[config.mk]
export PLATFORM = sky130hd
export DESIGN_NAME = adxl345_seq
export DESIGN_NICKNAME = d
export VERILOG_FILES = /design/src/rtl/adxl345_seq.sv
export SDC_FILE = /design/constraint.sdc
export NUM_CORES = 1
export LEC_CHECK = 0
export ABC_AREA = 0
export BUFFER_PORTS_ARGS = -buffer_cell sky130_fd_sc_hd__buf_2
export CAP_MARGIN = 20
export CORE_UTILIZATION = 40
export CTS_BUF_LIST = sky130_fd_sc_hd__clkbuf_8
export CTS_CLUSTER_SIZE = 12
export DETAILED_ROUTE_END_ITERATION = 8
export HOLD_SLACK_MARGIN = 0.15
export PLACE_DENSITY = 0.59
export SYNTH_ARGS = -nofsm -noshare
export SYNTH_HDL_FRONTEND = slang
export SYNTH_SLANG_ARGS = --single-unit
[constraint.sdc]
create_clock -name clk_i -period 2.3 [get_ports clk_i]
set_input_delay 0.46 -clock clk_i [delete_from_list [all_inputs] [get_ports clk_i]]
set_output_delay 0.46 -clock clk_i [all_outputs]
set_load 0.01 [all_outputs]
[src/rtl/adxl345_seq.sv]
// ADXL345 register sequencer: DEVID check, init table, then periodic XYZ bursts
// over a single-outstanding req/ack PHY interface.
module adxl345_seq #(
  parameter int          SAMPLE_DIV      = 5000,
  parameter logic [7:0]  BW_RATE_VAL     = 8'h0A,
  parameter logic [7:0]  DATA_FORMAT_VAL = 8'h40,
  parameter int          ACK_TIMEOUT     = 64
) (
  input  logic        clk_i,
  input  logic        rst_i,
  input  logic        enable_i,
  output logic        req_o,
  output logic        rw_no,
  output logic [5:0]  addr_o,
  output logic [7:0]  wr_data_o,
  input  logic        ack_i,
  input  logic [7:0]  rd_data_i,
  output logic [15:0] data_x_o,
  output logic [15:0] data_y_o,
  output logic [15:0] data_z_o,
  output logic        data_valid_o,
  output logic        init_done_o,
  output logic        busy_o,
  output logic        error_o
);
  localparam int TW = $clog2(ACK_TIMEOUT + 1);
  localparam logic [TW-1:0] TMO_LOAD = TW'(ACK_TIMEOUT);
  localparam logic [19:0]   PER_LOAD = 20'(SAMPLE_DIV);

  // each issue state is immediately followed by its wait state in the encoding
  localparam logic [3:0] S_IDLE    = 4'd0;
  localparam logic [3:0] S_DEVID   = 4'd1;
  localparam logic [3:0] S_DEVID_W = 4'd2;
  localparam logic [3:0] S_INIT    = 4'd3;
  localparam logic [3:0] S_INIT_W  = 4'd4;
  localparam logic [3:0] S_SLEEP   = 4'd5;
  localparam logic [3:0] S_READ    = 4'd6;
  localparam logic [3:0] S_READ_W  = 4'd7;
  localparam logic [3:0] S_ERROR   = 4'd8;

  logic [3:0]      state;
  logic [2:0]      idx;
  logic [19:0]     per_cnt;
  logic [TW-1:0]   tmo_cnt;
  logic [4:0][7:0] stage;

  logic       is_issue, in_wait;
  logic       iss_rw;
  logic [5:0] iss_addr;
  logic [7:0] iss_data;

  assign is_issue = (state == S_DEVID) || (state == S_INIT) || (state == S_READ);
  assign in_wait  = (state == S_DEVID_W) || (state == S_INIT_W) || (state == S_READ_W);

  always_comb begin
    iss_rw   = 1'b1;
    iss_addr = 6'h00;
    iss_data = 8'h00;
    case (state)
      S_INIT: begin
        iss_rw = 1'b0;
        case (idx)
          3'd0:    begin iss_addr = 6'h2C; iss_data = BW_RATE_VAL;     end
          3'd1:    begin iss_addr = 6'h31; iss_data = DATA_FORMAT_VAL; end
          default: begin iss_addr = 6'h2D; iss_data = 8'h08;           end
        endcase
      end
      S_READ:  iss_addr = 6'h32 + {3'b000, idx};
      default: ;
    endcase
  end

  always_ff @(posedge clk_i) begin
    if (rst_i) begin
      state        <= S_IDLE;
      idx          <= '0;
      per_cnt      <= '0;
      tmo_cnt      <= '0;
      stage        <= '0;
      req_o        <= 1'b0;
      rw_no        <= 1'b0;
      addr_o       <= '0;
      wr_data_o    <= '0;
      data_x_o     <= '0;
      data_y_o     <= '0;
      data_z_o     <= '0;
      data_valid_o <= 1'b0;
      init_done_o  <= 1'b0;
      busy_o       <= 1'b0;
      error_o      <= 1'b0;
    end else begin
      req_o        <= 1'b0;
      data_valid_o <= 1'b0;
      if (is_issue) begin
        if (!enable_i) begin
          state       <= S_IDLE;
          init_done_o <= 1'b0;
        end else begin
          req_o     <= 1'b1;
          busy_o    <= 1'b1;
          rw_no     <= iss_rw;
          addr_o    <= iss_addr;
          wr_data_o <= iss_data;
          tmo_cnt   <= TMO_LOAD;
          state     <= state + 4'd1;
        end
      end else if (in_wait) begin
        if (ack_i) begin
          busy_o <= 1'b0;
          if (!enable_i) begin
            state       <= S_IDLE;
            init_done_o <= 1'b0;
          end else begin
            case (state)
              S_DEVID_W: begin
                if (rd_data_i == 8'hE5) begin
                  state <= S_INIT;
                  idx   <= '0;
                end else begin
                  error_o <= 1'b1;
                  state   <= S_ERROR;
                end
              end
              S_INIT_W: begin
                if (idx == 3'd2) begin
                  init_done_o <= 1'b1;
                  per_cnt     <= PER_LOAD;
                  state       <= S_SLEEP;
                end else begin
                  idx   <= idx + 3'd1;
                  state <= S_INIT;
                end
              end
              default: begin
                // sixth byte: publish the whole triple in one edge
                if (idx == 3'd5) begin
                  data_x_o     <= {stage[1], stage[0]};
                  data_y_o     <= {stage[3], stage[2]};
                  data_z_o     <= {rd_data_i, stage[4]};
                  data_valid_o <= 1'b1;
                  per_cnt      <= PER_LOAD;
                  state        <= S_SLEEP;
                end else begin
                  stage[idx] <= rd_data_i;
                  idx        <= idx + 3'd1;
                  state      <= S_READ;
                end
              end
            endcase
          end
        end else if (tmo_cnt <= TW'(1)) begin
          tmo_cnt <= '0;
          error_o <= 1'b1;
          busy_o  <= 1'b0;
          state   <= S_ERROR;
        end else begin
          tmo_cnt <= tmo_cnt - TW'(1);
        end
      end else begin
        case (state)
          S_IDLE: if (enable_i) state <= S_DEVID;
          S_SLEEP: begin
            if (!enable_i) begin
              state       <= S_IDLE;
              init_done_o <= 1'b0;
            end else if (per_cnt <= 20'd1) begin
              per_cnt <= '0;
              idx     <= '0;
              state   <= S_READ;
            end else begin
              per_cnt <= per_cnt - 20'd1;
            end
          end
          S_ERROR: begin
            if (!enable_i) begin
              state       <= S_IDLE;
              error_o     <= 1'b0;
              init_done_o <= 1'b0;
            end
          end
          default: state <= S_IDLE;
        endcase
      end
    end
  end
endmodule

# Yosys cells after proc, flatten, opt, wreduce, memory -nomap -nowiden
# Cells that the tools add are included.
# word_totals
wordCells	165
in_bits	12
output_inout_bits	68
ff_bits	142
# op_classes
n_mux	70
n_reduce_logical	27
n_lt_le_gt_ge	4
bitwise_logic	6
n_addsub	5
eq_ne	33
# op_table
cell	n
two-way mux 20 bit	8
two-way mux 4 bit	11
two-way mux 7 bit	6
bitwise mux 40 bit	1
one-hot mux 20 bit (2 select lines)	1
two-way mux 3 bit	10
demux 8 bit (select 3 bit)	1
two-way mux 1 bit	24
less-or-equal comparator 20 x 1 -> 1 bit, second input constant	1
subtractor 20 x 1 -> 20 bit, second input constant	1
equality test 4 x 3 -> 1 bit, second input constant	4
one-hot mux 7 bit (2 select lines)	1
AND reduction 7 bit	2
inequality test 3 x 2 -> 1 bit, second input constant	4
inequality test 3 bit, second input constant	4
inequality test 4 x 3 -> 1 bit, second input constant	3
inequality test 4 bit, second input constant	3
one-hot mux 4 bit (3 select lines)	1
one-hot mux 6 bit (2 select lines)	1
AND reduction 6 bit	2
one-hot mux 5 bit (2 select lines)	1
equality test 4 x 2 -> 1 bit, second input constant	2
equality test 8 bit, second input constant	1
two-way mux 8 bit	1
32 further kinds	51

# Logic depth before layout (Yosys ltp)
# logic_depth
word_depth	7
mapped_depth	10
ltp_nobuf	8

# Worst setup path after synthesis
# No wires, ideal clock.
# synth_path
path_kind	register to register
start	register state[0]
end	register stage[0] in the netlist's numbering
setup_ns	0.132
path_slack_ns	0.103
path_stages_with_launch	10
t_arrival_ns	2.064
t_required_ns	2.168
path_cell_list	dfxtp_1 inv_1 ha_1 buf_2 nor3b_1 or3_1 nor4_4 nand2_1 nand2_1 a21oi_1
# synth_between
elab_chain_cells	5
elab_cells_between_ends	14
# synth_rtl
element	line	rtl
start, declared	41	logic [3:0] state;
start signal, assigned	105	state <= state + 4'd1;
equality test 4 x 1 -> 1 bit or equality test 4 x 2 -> 1 bit (tied branches)	52	assign is_issue = (state == S_DEVID) || (state == S_INIT) || (state == S_READ);
logical OR 1 bit (2 in series)	52	
inverter 1 bit (no line)	-	
AND reduction 6 bit (no line) *	-	
end signal, assigned by index	144	stage[idx] <= rd_data_i;
end, declared	45	logic [4:0][7:0] stage;
# Mark *: on every way between the ends. The rest lies on a longest branch, timed or not.
# A chain may end at the register's enable or synchronous reset.

# Worst setup path after layout
# layout_path
start	register state[1]
end	register tmo_cnt[6]
# layout_between
elab_chain_cells	5
elab_cells_between_ends	15
# layout_rtl
element	line	rtl
equality test 4 x 1 -> 1 bit, or another cell as far along	52	
logical OR 1 bit (on tied branches) (2 in series)	52, 53	
inequality test 2 x 1 -> 1 bit (no line), or another cell as far along	-	
AND reduction 3 bit (no line)	-	
end signal, assigned	157	tmo_cnt <= tmo_cnt - TW'(1);
end, declared	44	logic [TW-1:0] tmo_cnt;
# Several ways; a longest one is shown, not always the timed one.

==> results.yml <==
power:
  netSwitchingFraction: 0.325
  combPwrFrac: 0.300
  power_density_nw_per_um2: 894
  switching_power_mw: 2.17
  power.total_mw: 6.68
  p_leak_nw: 3.04
  clkPwrFrac: 0.297
  seqPwrFrac: 0.403
  ir_worst_vdd_mv: 0.554
  p_int_mw: 4.50
synthesis:
  synthArstFlopShare: 0
  ys.warnings.count: 0
  synth-seq-area-share: 0.458
  muxShareOfSynthArea: 0.0301
  yosysUniqueCellTypes: 67
  yosys.area.top_type_share: 0.458
  synthFlopType: "dfxtp_1"
  yosys.area.top_type: "dfxtp_1"
  synth_xor_area_frac: 0.0263
  ys_ff_latch: 137
  synth_compound_area_frac: 0.156
  synth_adder_area_share: 0.0334
  yosys.area_share.simple: 0.247
  synth_top_family_by_area: "simple AND/OR/NAND/NOR gates"
  synth_edf_count: 0
  synth.area.top_cells: "dfxtp_1 (46%), nand2_1 (9.1%), a21oi_1 (7.4%)"
  synth_area_um2: 5990
  syn_inst: 728
  synth_area_per_cell_um2: 8.23
placed_design:
  portBuffers: 74
  dp_hpwl_um: 11100
  gp_congestion: 0.881
  place_inst: 1002
  preCtsSetupSlack_ns: -0.128
timing:
  hold_violations: 0
  slew_headroom: 0.611
  tns_ns: 0
  period_minus_slack_ns: 2.22
  drv_slew: 0
  period_share: 0.964
  setup_violations: 0
  fmax_mhz: 451
  fin_ws_ns: 0.0836
  worst_pin_slew_ns: 0.580
  rsz0062_at_grt: "yes"
  finalClockSkew_ns: 0.0151
cts:
  clock_latency_ns: 0.44
  cts_hold_buffers: 0
  cts_tree: "yes"
  cts.path.max_buffers: 2
  clock-sinks: 137
  clk_pin_slew_ns: 0.07
  ctsHtreeMaxLevel: 4
  numCtsBuffers: 17
  cts_root_buf: "clkbuf_8"
grt:
  globalRouteTotalUtil: 0.203
  grt_pass1_vias: 5114
  grt_pass1_wl_um: 25400
  grt_max_degree: 114
  grt_antenna_before_repair: 0
  grt_overflow: 0
worst_setup_path:
  start_kind: "register"
  worst-path-max-fanout: 5
  endpoint_kind: "register"
  required_ns: 2.61
  crit_type: "register to register"
  worstPathArrival_ns: 2.52
finish:
  layout-drive-gt1-share: 0.244
  regArea_um2: 2750
  fill_cells: 1395
  area_growth_pct: 24.7
  stdcell_count: 1036
  diodes: 0
  fin_nets: 869
  multiInputGateArea_um2: 3110
floorplanning:
  dieHeight_um: 124
  dieArea_um2: 15500
  core_um2: 14600
  pin_count: 80
  initial_utilization: 0.411
  num_rows: 44
  die_x_um: 124
drt:
  vias_per_cell: 5.24
  drt_iter0_drc: 405
  drc_errors: 0
  wl_per_cell_um: 15.3
  firstDrtPassIters: 5
  drt_wl_total_um: 15800
  ant_nets: 0
  num_vias: 5429
worst_hold_path:
  hold_path.class: "input pin to register"
outcome:
  status: "complete, no violations"
flow_run:
  max-cap-violations: 0
## through the flow
| stage | utilization | cell area, um^2 | hold slack, ns |
|---|---|---|---|
| global route | 0.512 | 7470 | 0.319 |
| finish | 0.512 | 7470 | 0.349 |
| detailed placement | 0.471 | 6870 | 0.445 |
| global placement | 0.471 | 6870 | 0.441 |
| CTS | 0.503 | 7340 | 0.322 |
| floorplan | - | 6000 | 0.432 |
## cell usage after synthesis (all sizes together), types with 2 or more instances
| library cell | n |
|---|---|
| o221a | 3 |
| mux2i | 18 |
| a22oi | 4 |
| o21ai | 23 |
| and3 | 4 |
| nand3 | 42 |
| o21bai | 6 |
| buf | 22 |
| o31a | 2 |
| dfxtp | 137 |
| clkbuf | 25 |
| a211oi | 6 |
| o31ai | 3 |
| nand2b | 4 |
| a21oi | 88 |
| xor2 | 15 |
| nand4b | 3 |
| or3 | 6 |
| ha | 16 |
| nor4 | 10 |
| nor3 | 15 |
| nand3b | 2 |
| o221ai | 2 |
| nor3b | 2 |
| inv | 15 |
| xnor2 | 3 |
| nand2 | 146 |
| and2 | 2 |
| nand4 | 5 |
| nor2 | 71 |
| nor2b | 3 |
## path summary, 6_finish.rpt
kind | start | endpoint | slack, ns | cells past startpoint
max | state[1]$_SDFFE_PP0P_ | tmo_cnt[6]$_SDFFE_PP0P_ | 0.08 | 10
min | rd_data_i[2] | data_z_o[10]$_SDFFE_PP0P_ | 0.35 | 3
max reg2reg | state[1]$_SDFFE_PP0P_ | tmo_cnt[6]$_SDFFE_PP0P_ | 0.08 | 10
min reg2reg | addr_o[5]$_SDFFE_PP0P_ | addr_o[5]$_SDFFE_PP0P_ | 0.45 | 2
## cells by family (layout without fill, tap and decap cells)
family	after synthesis	after routing
xor gates and xnor gates	18	18
and+or+nand+nor	323	323
DFF	137	137
muxes	18	18
AOI/OAI and AO/OA	153	153
buffers and inverters	62	182
adders and majority gates	16	16
other	1	5
## area by class of cell
cell class,count,share of cell area
Sequential cell,137,0.368
Inverter,15,0.00787
Multi-Input combinational cell,533,0.417
Clock buffer,19,0.0350
Clock inverter,11,0.0178
Timing Repair Buffer,137,0.124
Tap cell,184,0.0308
## flip-flops by register name (all words and copies together), names as in the netlist
name	count
addr_o	6
busy_o	1
data_valid_o	1
data_x_o	16
data_y_o	16
data_z_o	16
error_o	1
idx	3
init_done_o	1
per_cnt	20
req_o	1
rw_no	1
stage	40
state	4
tmo_cnt	7
wr_data_o	3
## worst max-delay path, cell delays in order, from the launching register on
cell       delay [ns]
dfxtp_4          0.39
inv_4            0.05
ha_1             0.23
buf_4            0.17
nor2_2           0.16
a2bb2oi_2        0.12
or2_2            0.31
buf_4            0.15
nor3_1           0.23
mux2i_1          0.21
a21oi_1          0.08
## placed cells by master, fill, tap and decap left out, drive strengths merged, types with 4 or more instances in the layout
master,synthesis,routed
o21bai,6,6
buf,22,136
nand4,5,5
nor4,10,10
dfxtp,137,137
or3,6,6
a211oi,6,6
nor3,15,15
nand2b,4,4
and3,4,4
clkbuf,25,20
ha,16,16
nand2,146,146
a22oi,4,4
a21oi,88,88
xor2,15,15
nand3,42,42
conb,1,5
nor2,71,71
o21ai,23,23
clkinv,0,4
inv,15,18
mux2i,18,18
## layer usage
layer | vias up | global-route usage | wire, um
li1 | 2720 | - | -
met5 | - | 0 | 0
met2 | 146 | 0.318 | 7550
met3 | 21 | 0.0498 | 672
met1 | 2542 | 0.266 | 7250
met4 | 0 | 0.0843 | 365
## power groups by stage
stage	sequential, mW	combinational, mW	clock, mW
after global placement	2.72	1.84	0
final	2.69	2.00	1.98
after CTS	2.68	1.93	2.03
after detailed placement	2.73	1.85	0
after global routing	2.71	2.18	2.13
after floorplan	2.68	1.06	0
## what timing repair did
action                                  4_1_cts  5_1_grt
cloned                                        0        1
pin swaps                                     2        4
buffers inserted                              2        1
resized for setup                            15       24
endpoints found under the setup margin       52      107
Note: power is estimated with default switching activity, not from simulation.
